<file path="config.mk">
export PLATFORM = sky130hd
export DESIGN_NAME = ram_port_arbiter
export DESIGN_NICKNAME = d
export VERILOG_FILES = /design/src/rtl/ram_port_arbiter.sv
export SDC_FILE = /design/constraint.sdc
export NUM_CORES = 1
export LEC_CHECK = 0
export ABC_CLOCK_PERIOD_IN_PS = 1900
export CAP_MARGIN = 20
export CORE_ASPECT_RATIO = 0.75
export CORE_UTILIZATION = 19
export CTS_BUF_LIST = sky130_fd_sc_hd__clkbuf_2 sky130_fd_sc_hd__clkbuf_4 sky130_fd_sc_hd__clkbuf_8
export CTS_CLUSTER_SIZE = 8
export DETAILED_ROUTE_END_ITERATION = 8
export GPL_TIMING_DRIVEN = 0
export HOLD_SLACK_MARGIN = 0.15
export PLACE_DENSITY = 0.77
export REMOVE_ABC_BUFFERS = 1
export SKIP_LAST_GASP = 1
export SYNTH_ARGS = -nofsm -noshare
export SYNTH_HDL_FRONTEND = slang
export SYNTH_SLANG_ARGS = --single-unit
export TNS_END_PERCENT = 30
</file>
<file path="constraint.sdc">
create_clock -name gclk -period 1.9 [get_ports gclk]
set_clock_uncertainty 0.2 [all_clocks]
set_input_delay 0.475 -clock gclk [delete_from_list [all_inputs] [get_ports gclk]]
set_output_delay 0.475 -clock gclk [all_outputs]
set_load 0.005 [all_outputs]
</file>
<file path="src/rtl/ram_port_arbiter.sv">
// Single-port main-RAM arbiter: data port has priority, fetch is guaranteed progress
// by a saturating starvation counter; read data returns to its owner one cycle later.
module ram_port_arbiter #(
  parameter int unsigned ADDR_W       = 16,
  parameter int unsigned DATA_W       = 16,
  parameter int unsigned STARVE_LIMIT = 3
) (
  input  logic              gclk,
  input  logic              Reset,
  input  logic              IfReq,
  input  logic [ADDR_W-1:0] IfAddr,
  input  logic              IfFlush,
  output logic              IfGnt,
  output logic              IfStall,
  output logic              IfValid,
  output logic [DATA_W-1:0] IfRdata,
  input  logic              DReq,
  input  logic              DWe,
  input  logic [ADDR_W-1:0] DAddr,
  input  logic [DATA_W-1:0] DWdata,
  output logic              DGnt,
  output logic              DValid,
  output logic [DATA_W-1:0] DRdata,
  output logic              RamEn,
  output logic              RamWe,
  output logic [ADDR_W-1:0] RamAddr,
  output logic [DATA_W-1:0] RamWdata,
  input  logic [DATA_W-1:0] RamRdata
);

  // A zero limit still needs a 1-bit counter; it simply never reaches a forcing state.
  localparam int unsigned     CNT_W = (STARVE_LIMIT == 0) ? 1 : $clog2(STARVE_LIMIT + 1);
  localparam logic [CNT_W-1:0] LIMIT = CNT_W'(STARVE_LIMIT);

  logic [CNT_W-1:0] StarveCnt;
  logic             ForceIf;
  logic             RdIf;
  logic             RdD;

  always_comb begin
    ForceIf = (STARVE_LIMIT != 0) && (StarveCnt == LIMIT);
    DGnt    = ~Reset & DReq & ~(ForceIf & IfReq);
    IfGnt   = ~Reset & IfReq & ~DGnt;
    IfStall = ~Reset & IfReq & ~IfGnt;
  end

  assign RamEn    = IfGnt | DGnt;
  assign RamWe    = DGnt & DWe;
  assign RamAddr  = DGnt ? DAddr : IfAddr;
  assign RamWdata = DWdata;

  assign IfValid = RdIf & ~IfFlush;
  assign DValid  = RdD;
  assign IfRdata = RamRdata;
  assign DRdata  = RamRdata;

  always_ff @(posedge gclk or posedge Reset) begin
    if (Reset) begin
      StarveCnt <= '0;
      RdIf      <= 1'b0;
      RdD       <= 1'b0;
    end else begin
      RdIf <= IfGnt;
      RdD  <= DGnt & ~DWe;
      if (IfGnt || !IfReq)
        StarveCnt <= '0;
      else if (DGnt && (StarveCnt != LIMIT))
        StarveCnt <= StarveCnt + 1'b1;
    end
  end

endmodule

</file>
# Word-level counts from Yosys, hierarchy flattened
# Index checks and enable logic that the tools add are counted.
[totals]
elab_cells = 29
ff_bits = 4
out_inout_bits = 71
[classes]
eq_ne = 2
reduce_logical = 4
n_mux = 3
n_addsub = 1
bitwise_logic = 16
[op_table]
columns = ["operator", "n"]
rows = [
  ["16-bit 2-to-1 mux", 1],
  ["1-bit bitwise AND", 9],
  ["1-bit NOT", 6],
  ["2-bit 2-to-1 mux", 2],
  ["2-bit by 1-bit adder with 2-bit output, second input constant", 1],
  ["2-bit == test, second input constant", 1],
  ["2-bit inequality test, second input constant", 1],
  ["2-bit nonzero test", 1],
  ["1-bit logical AND", 1],
  ["1-bit logical NOT", 1],
  ["1-bit logical OR", 1],
  ["1-bit bitwise OR", 1],
]

# Logic depth before layout (Yosys ltp)
# Gate-level depths: netlist of run 1.
[logic_depth]
depth_word = 8
mapped_depth = 5

# Least setup slack after synthesis of run 1
# No wires, ideal clock.
[synth_path]
path_type = "register to output"
from = "register StarveCnt[0]"
to = "output RamAddr[1]"
required_time_ns = 1.225
stages_incl_launch_ff = 6
slack_ns = -0.096
t_arrival_ns = 1.321
path_cell_list = "dfrtp_1 -> ha_1 -> nand2_1 -> nand3_4 -> buf_6 -> mux2_4"
[synth_via]
elab_chain_cells = 5
[synth_rtl]
columns = ["element", "line_no", "text"]
rows = [
  ["start, declared", "35", "logic [CNT_W-1:0] StarveCnt;"],
  ["start signal, assigned", "68", "StarveCnt <= StarveCnt + 1'b1;"],
  ["2-bit == test", "41", "ForceIf = (STARVE_LIMIT != 0) && (StarveCnt == LIMIT);"],
  ["1-bit bitwise AND", "42", "DGnt = ~Reset & DReq & ~(ForceIf & IfReq);"],
  ["1-bit NOT", "42", ""],
  ["1-bit bitwise AND", "42", ""],
  ["16-bit 2-to-1 mux", "49", "assign RamAddr = DGnt ? DAddr : IfAddr;"],
  ["end, declared", "26", "output logic [ADDR_W-1:0] RamAddr,"],
]
# No other way between the ends.

# Worst setup path after layout of run 1
[layout_path]
from = "register StarveCnt[0]"
to = "output RamAddr[6]"
# Same word-level chain as after synthesis.

==> run summary, run 1 <==
Starting Density: 20.0%
Nets: 189
Share of layout cells above drive strength 1: 44.8%
Detailed Place HPWL: 2.69 mm
First-pass GRT wire length: 4.53 mm
Max FO, Critical Path: 4
Count of buffers from port buffering: 60
Initial antenna violation count: 0
Ant. Diodes: 0
Power density over cell area: 386 nW/µm²
Worst min-delay path endpoint: StarveCnt[1]$_DFFE_PP0P_
Antenna Nets Post-Route: 0
Finish-stage setup viols: 22
Violated checks: negative setup slack
Clock Sinks: 4
Synth Flop Type: dfrtp_1
Synth cell count leaders: 48 x buf_4, 9 x mux2_2, 7 x mux2_4, 4 x dfrtp_1, 4 x nor2_1
Root Driver: clkbuf_8
Worst setup SP type: flop
Ys Warns: 0
Die X: 77.6 µm
Core area: 4080 µm²
Gr ovfl total: 0
Num rows: 20
Worst Hold Class: reg -> reg
Kind of critical path: reg -> out
Die area: 4560 µm²
Async S/R FF share, synth: 100%
IO Count: 141
Hold_sp: StarveCnt[1]$_DFFE_PP0P_
Synth Instances: 89
Final Cycle Share: 125%
Post-synth cell types: 17
Worst-skew pair later-pin latency: 0.21 ns
Max-cap violation count: 0
Fin. max-slew vios: 0
FF+latch count, synth: 4
Vias in the first global route: 702
Fin crit period: 2.38 ns
Cell depth of the worst flop-to-flop path: 4
Most frequent cell after synthesis: buf_4
Final Power: 502 µW
Final wirelength: 3.42 mm
Largest area contributor in the netlist: buf_4
Vias: 697
Area growth syn-to-layout: 59.6%
Static Leakage: 0.000597 µW
RSZ-0062 raised after global routing: true
H-tree levels: 1
RePlAce Congestion: 0.628
Remaining DRCs: 0
FF-to-FF Start: StarveCnt[0]$_DFFE_PP0P_
Status: finished with violations
Vias/cell: 4.08
Total GRT Usage: 14.6%
Fin area: 1300 µm²
Placed Area: 1110 µm²
Max Root-Sink Buffers: 2
Top cell type's share of synthesized area: 44.2%
Data arrival time of the critical path: 1.71 ns
F_max: 420 MHz
Seq/Total Area, Yosys: 12.3%
EDFF count, synth: 0
Final hold viol count: 0
Initial DRC count: 12
Critical Path RT: 1.22 ns
Main area contributors after synthesis: buf_4 44%, mux2_4 13%, mux2_2 12%
Mapped cell area: 815 µm²
Die span in y: 58.7 µm
DRT Pass-1 Iters: 3
Syn avg cell area: 9.15 µm²
Reg-to-reg setup timing slack: 0.47 ns
Tightest Pin Transition: 0.251 ns
Per-cell routed wire length: 20.0 µm
Worst vdd ir: 0.000356 V
Hold Path Cell Cnt: 2
Max_slew headroom: 83.0%
Largest net degree at the start of global routing: 8
CTS tree: done
R2r endpoint: RdIf$_DFF_PP0_
Final WS setup: -0.483 ns
Crit end category: output port
TritonCTS buffer count: 3
CTS clk-pin slew, worst paths: 0.03 ns
## report_power, final
part	total, µW	leakage, µW	internal (µW)	switching [µW]
combinational	236	0.000521	172	63.4
sequential	91.4	0.0000542	89.0	2.40
clock	175	0.0000216	135	40.5
## sequential cells by signal (all words and copies together) (netlist names)
register   count
StarveCnt      2
RdIf           1
DValid         1
## placed cells by master, fill, tap and decap left out, drive strengths merged, types with 2 or more instances in the layout
master,count
mux2,16
nor2b,3
a21oi,2
dlygate4sd2,6
and4bb,2
nor2,4
inv,3
buf,25
clkbuf,4
clkdlybuf4s50,38
clkdlybuf4s15,2
dfrtp,4
## worst max path at each step
stage	from	end	slack, ns	cells after the start
2_1_floorplan	StarveCnt[0]$_DFFE_PP0P_	RamAddr[1]	-0.06	4
3_3_place_gp	Reset	RamAddr[13]	-1.13	5
3_5_place_dp	Reset	RamAddr[6]	-1.14	5
4_1_cts	StarveCnt[0]$_DFFE_PP0P_	RamAddr[6]	-0.47	7
5_1_grt	StarveCnt[0]$_DFFE_PP0P_	RamAddr[14]	-0.52	7
6_report	StarveCnt[0]$_DFFE_PP0P_	RamAddr[6]	-0.48	7
## critical path, cell delays in order (launching register included)
cell	delay (ns)
dfrtp_1	0.41
ha_4	0.18
nand2_2	0.08
nand3_4	0.12
buf_16	0.17
buf_12	0.12
mux2_4	0.29
buf_6	0.12
## logic make-up (layout without fill, tap and decap cells)
kind of cell	Yosys count	after routing	share of synthesized area, %
buffers and inverters	52	79	47.0
muxes	16	16	25.3
and+or+nand+nor	14	14	12.6
DFF	4	4	12.3
AOI/OAI and AO/OA	2	2	1.23
adders and majority gates	1	1	1.54
## area by class of cell
cell class | count | area [µm²]
Sequential cell | 4 | 100
Fill cell | 421 | 2780
Timing Repair Buffer | 73 | 728
Clock buffer | 3 | 41.3
Inverter | 3 | 11.3
Tap cell | 55 | 68.8
Multi-Input combinational cell | 33 | 350
## timing repair
item | in CTS | in global routing
resized for setup | 78 | 4
gates cloned | 1 | 0
setup buffers | 11 | 0
endpoints found under the hold margin | 4 | 0
pin swaps | 2 | 0
hold buffers | 1 | 0
setup endpoints to repair | 22 | 22
## through the flow
| step | setup TNS (ns) | worst slack [ns] | hold WS [ns] | utilization [%] | std cells |
|---|---|---|---|---|---|
| finish | -9.29 | -0.483 | 0.400 | 31.9 | 171 |
| floorplan | -0.873 | -0.0639 | 0.0387 | - | 40 |
| global placement | -21.77 | -1.13 | 0.324 | 27.3 | 155 |
| global route | -10.25 | -0.518 | 0.434 | 31.9 | 171 |
| detailed placement | -22.11 | -1.14 | 0.331 | 27.3 | 155 |
| CTS | -9.33 | -0.473 | 0.401 | 31.7 | 171 |
## per-layer routing
layer | global-route usage [%] | wire length [µm] | up-vias
li1 | - | - | 296
met1 | 16.6 | 1390 | 318
met2 | 15.7 | 1230 | 83
met3 | 18.1 | 806 | 0
met4 | 1.35 | 0 | 0
met5 | 10.0 | 0 | -
No activity file was read; power rests on OpenSTA's default activity.
==> run 2, diff against run 1 <==
- RECOVER_POWER: unset -> 100
==> run 2 against run 1 <==
Effect of this change:
- the flow still finishes with violations (negative setup slack)
- sequential power barely moved
- core utilization did not move
- maximum frequency barely moved
- hold slack barely moved
- critical path type unchanged
- largest cell class unchanged
==> run summary, run 2 (same netlist as run 1, synthesis figures left out) <==
Status: finished with violations
Violated checks: negative setup slack
Critical Path RT: 1.22 ns
DP Worst Slack: -1.14 ns
Vias/cell: 4.09
CP delay by family, top: buffers and inverters
Share of layout cells above drive strength 1: 44.0%
Reg-to-reg setup timing slack: 0.47 ns
Worst-skew pair later-pin latency: 0.21 ns
Die area: 4560 µm²
Nets: 189
Vias: 700
RSZ-0062 raised after global routing: true
Die X: 77.6 µm
Tightest Pin Transition: 0.251 ns
Fin area: 1300 µm²
Root Driver: clkbuf_8
Core area: 4080 µm²
Cell depth of the worst flop-to-flop path: 4
Die span in y: 58.7 µm
Worst Hold Class: reg -> reg
Final wirelength: 3.42 mm
H-tree levels: 1
Slowest CP cell: dfrtp_1
Fin. max-slew vios: 0
Max reg flops: 2
Max_slew headroom: 83.0%
RePlAce Congestion: 0.628
Antenna Nets Post-Route: 0
Final WS setup: -0.482 ns
Max Root-Sink Buffers: 2
Starting Density: 20.0%
Largest net degree at the start of global routing: 8
Remaining DRCs: 0
Crit path largest cell delay: 0.41 ns
Most common cell after layout, fill and taps aside: clkdlybuf4s50_1
Clock Sinks: 4
Cell Chain, Critical Path: ha_4, nand2_2, nand3_4, buf_16, buf_12, mux2_4, buf_6
Most frequent cells in the layout: 37 x clkdlybuf4s50_1, 11 x buf_6, 8 x mux2_4, 8 x mux2_2
Ant. Diodes: 0
Hold_sp: StarveCnt[1]$_DFFE_PP0P_
Num rows: 20
Count of buffers from port buffering: 60
Crit end category: output port
Max-cap violation count: 0
Finish-stage setup viols: 22
Final Power: 501 µW
Static Leakage: 0.000601 µW
Final hold viol count: 0
Data arrival time of the critical path: 1.71 ns
TritonCTS buffer count: 3
DRT Pass-1 Iters: 3
Hold Path Cell Cnt: 2
R2r endpoint: RdIf$_DFF_PP0_
Fin crit period: 2.38 ns
First-pass GRT wire length: 4.53 mm
F_max: 420 MHz
Worst min-delay path endpoint: StarveCnt[1]$_DFFE_PP0P_
Crit path buffers/inverters: 3
Worst setup SP type: flop
IO Count: 141
Final Cycle Share: 125%
Area growth syn-to-layout: 59.6%
Power density over cell area: 386 nW/µm²
Top reg by flops: StarveCnt
Initial antenna violation count: 0
Vias in the first global route: 702
Placed Area: 1110 µm²
Gr ovfl total: 0
Worst vdd ir: 0.000356 V
Per-cell routed wire length: 20.0 µm
FF-to-FF Start: StarveCnt[0]$_DFFE_PP0P_
Max FO, Critical Path: 4
Detailed Place HPWL: 2.69 mm
Kind of critical path: reg -> out
CTS clk-pin slew, worst paths: 0.03 ns
Initial DRC count: 12
Total GRT Usage: 14.6%
CTS tree: done
## run 2: cell count changes in the layout (fill, tap and decap cells not counted)
cell             change
inv_2                -1
dlygate4sd3_1        +1
clkdlybuf4s50_1      -1
inv_1                +1
## run 2: metal layers
layer / vias to the layer above / GRT usage [%] / share of wire [%]
met2: 83 / 15.7 / 36
met1: 321 / 16.6 / 40
met4: 0 / 1.35 / 0
met5: - / 10.0 / 0
met3: 0 / 18.1 / 24
li1: 296 / - / -
## run 2: worst max path at each step
stage / start / to / slack (ns) / depth (start not counted)
floorplan: StarveCnt[0]$_DFFE_PP0P_ / RamAddr[1] / -0.06 / 4
global placement: Reset / RamAddr[13] / -1.13 / 5
detailed placement: Reset / RamAddr[6] / -1.14 / 5
CTS: StarveCnt[0]$_DFFE_PP0P_ / RamAddr[6] / -0.47 / 7
global route: StarveCnt[0]$_DFFE_PP0P_ / RamAddr[14] / -0.52 / 7
finish: StarveCnt[0]$_DFFE_PP0P_ / RamAddr[6] / -0.48 / 7
## run 2: cell type report
class	count	area (µm²)
clock buffers	3	41.3
fillers	421	2780
inverters	3	11.3
multi-input cells	33	350
flip-flops and latches	4	100
well taps	55	68.8
repair buffers	73	728
## run 2: metrics by stage
step / setup TNS, ns / hold WS [ns] / cells / utilization [%]
finish: -9.28 / 0.399 / 171 / 31.9
global route: -10.25 / 0.434 / 171 / 31.9
CTS: -9.33 / 0.401 / 171 / 31.7
detailed placement: -22.11 / 0.331 / 155 / 27.3
global placement: -21.77 / 0.324 / 155 / 27.3
floorplan: -0.873 / 0.0387 / 40 / -
## run 2: worst min-delay path, stage by stage, from the launching register on
cell	delay [ns]
dfrtp_1	0.38
a21oi_1	0.08
nor2b_1	0.09
## run 2: what timing repair did
item / in CTS / in global routing
hold buffers: 1 / 0
resized for setup: 78 / 4
cloned: 1 / 0
endpoints found under the hold margin: 4 / 0
pin swaps: 2 / 0
buffers inserted: 11 / 0
endpoints found under the setup margin: 22 / 22
## run 2: power breakdown
| part | switching (µW) | internal (µW) | leakage [µW] |
|---|---|---|---|
| combinational | 63.1 | 172 | 0.000525 |
| clock | 40.5 | 135 | 0.0000216 |
| sequential | 2.36 | 89.0 | 0.0000542 |
| total | 106 | 395 | 0.000601 |
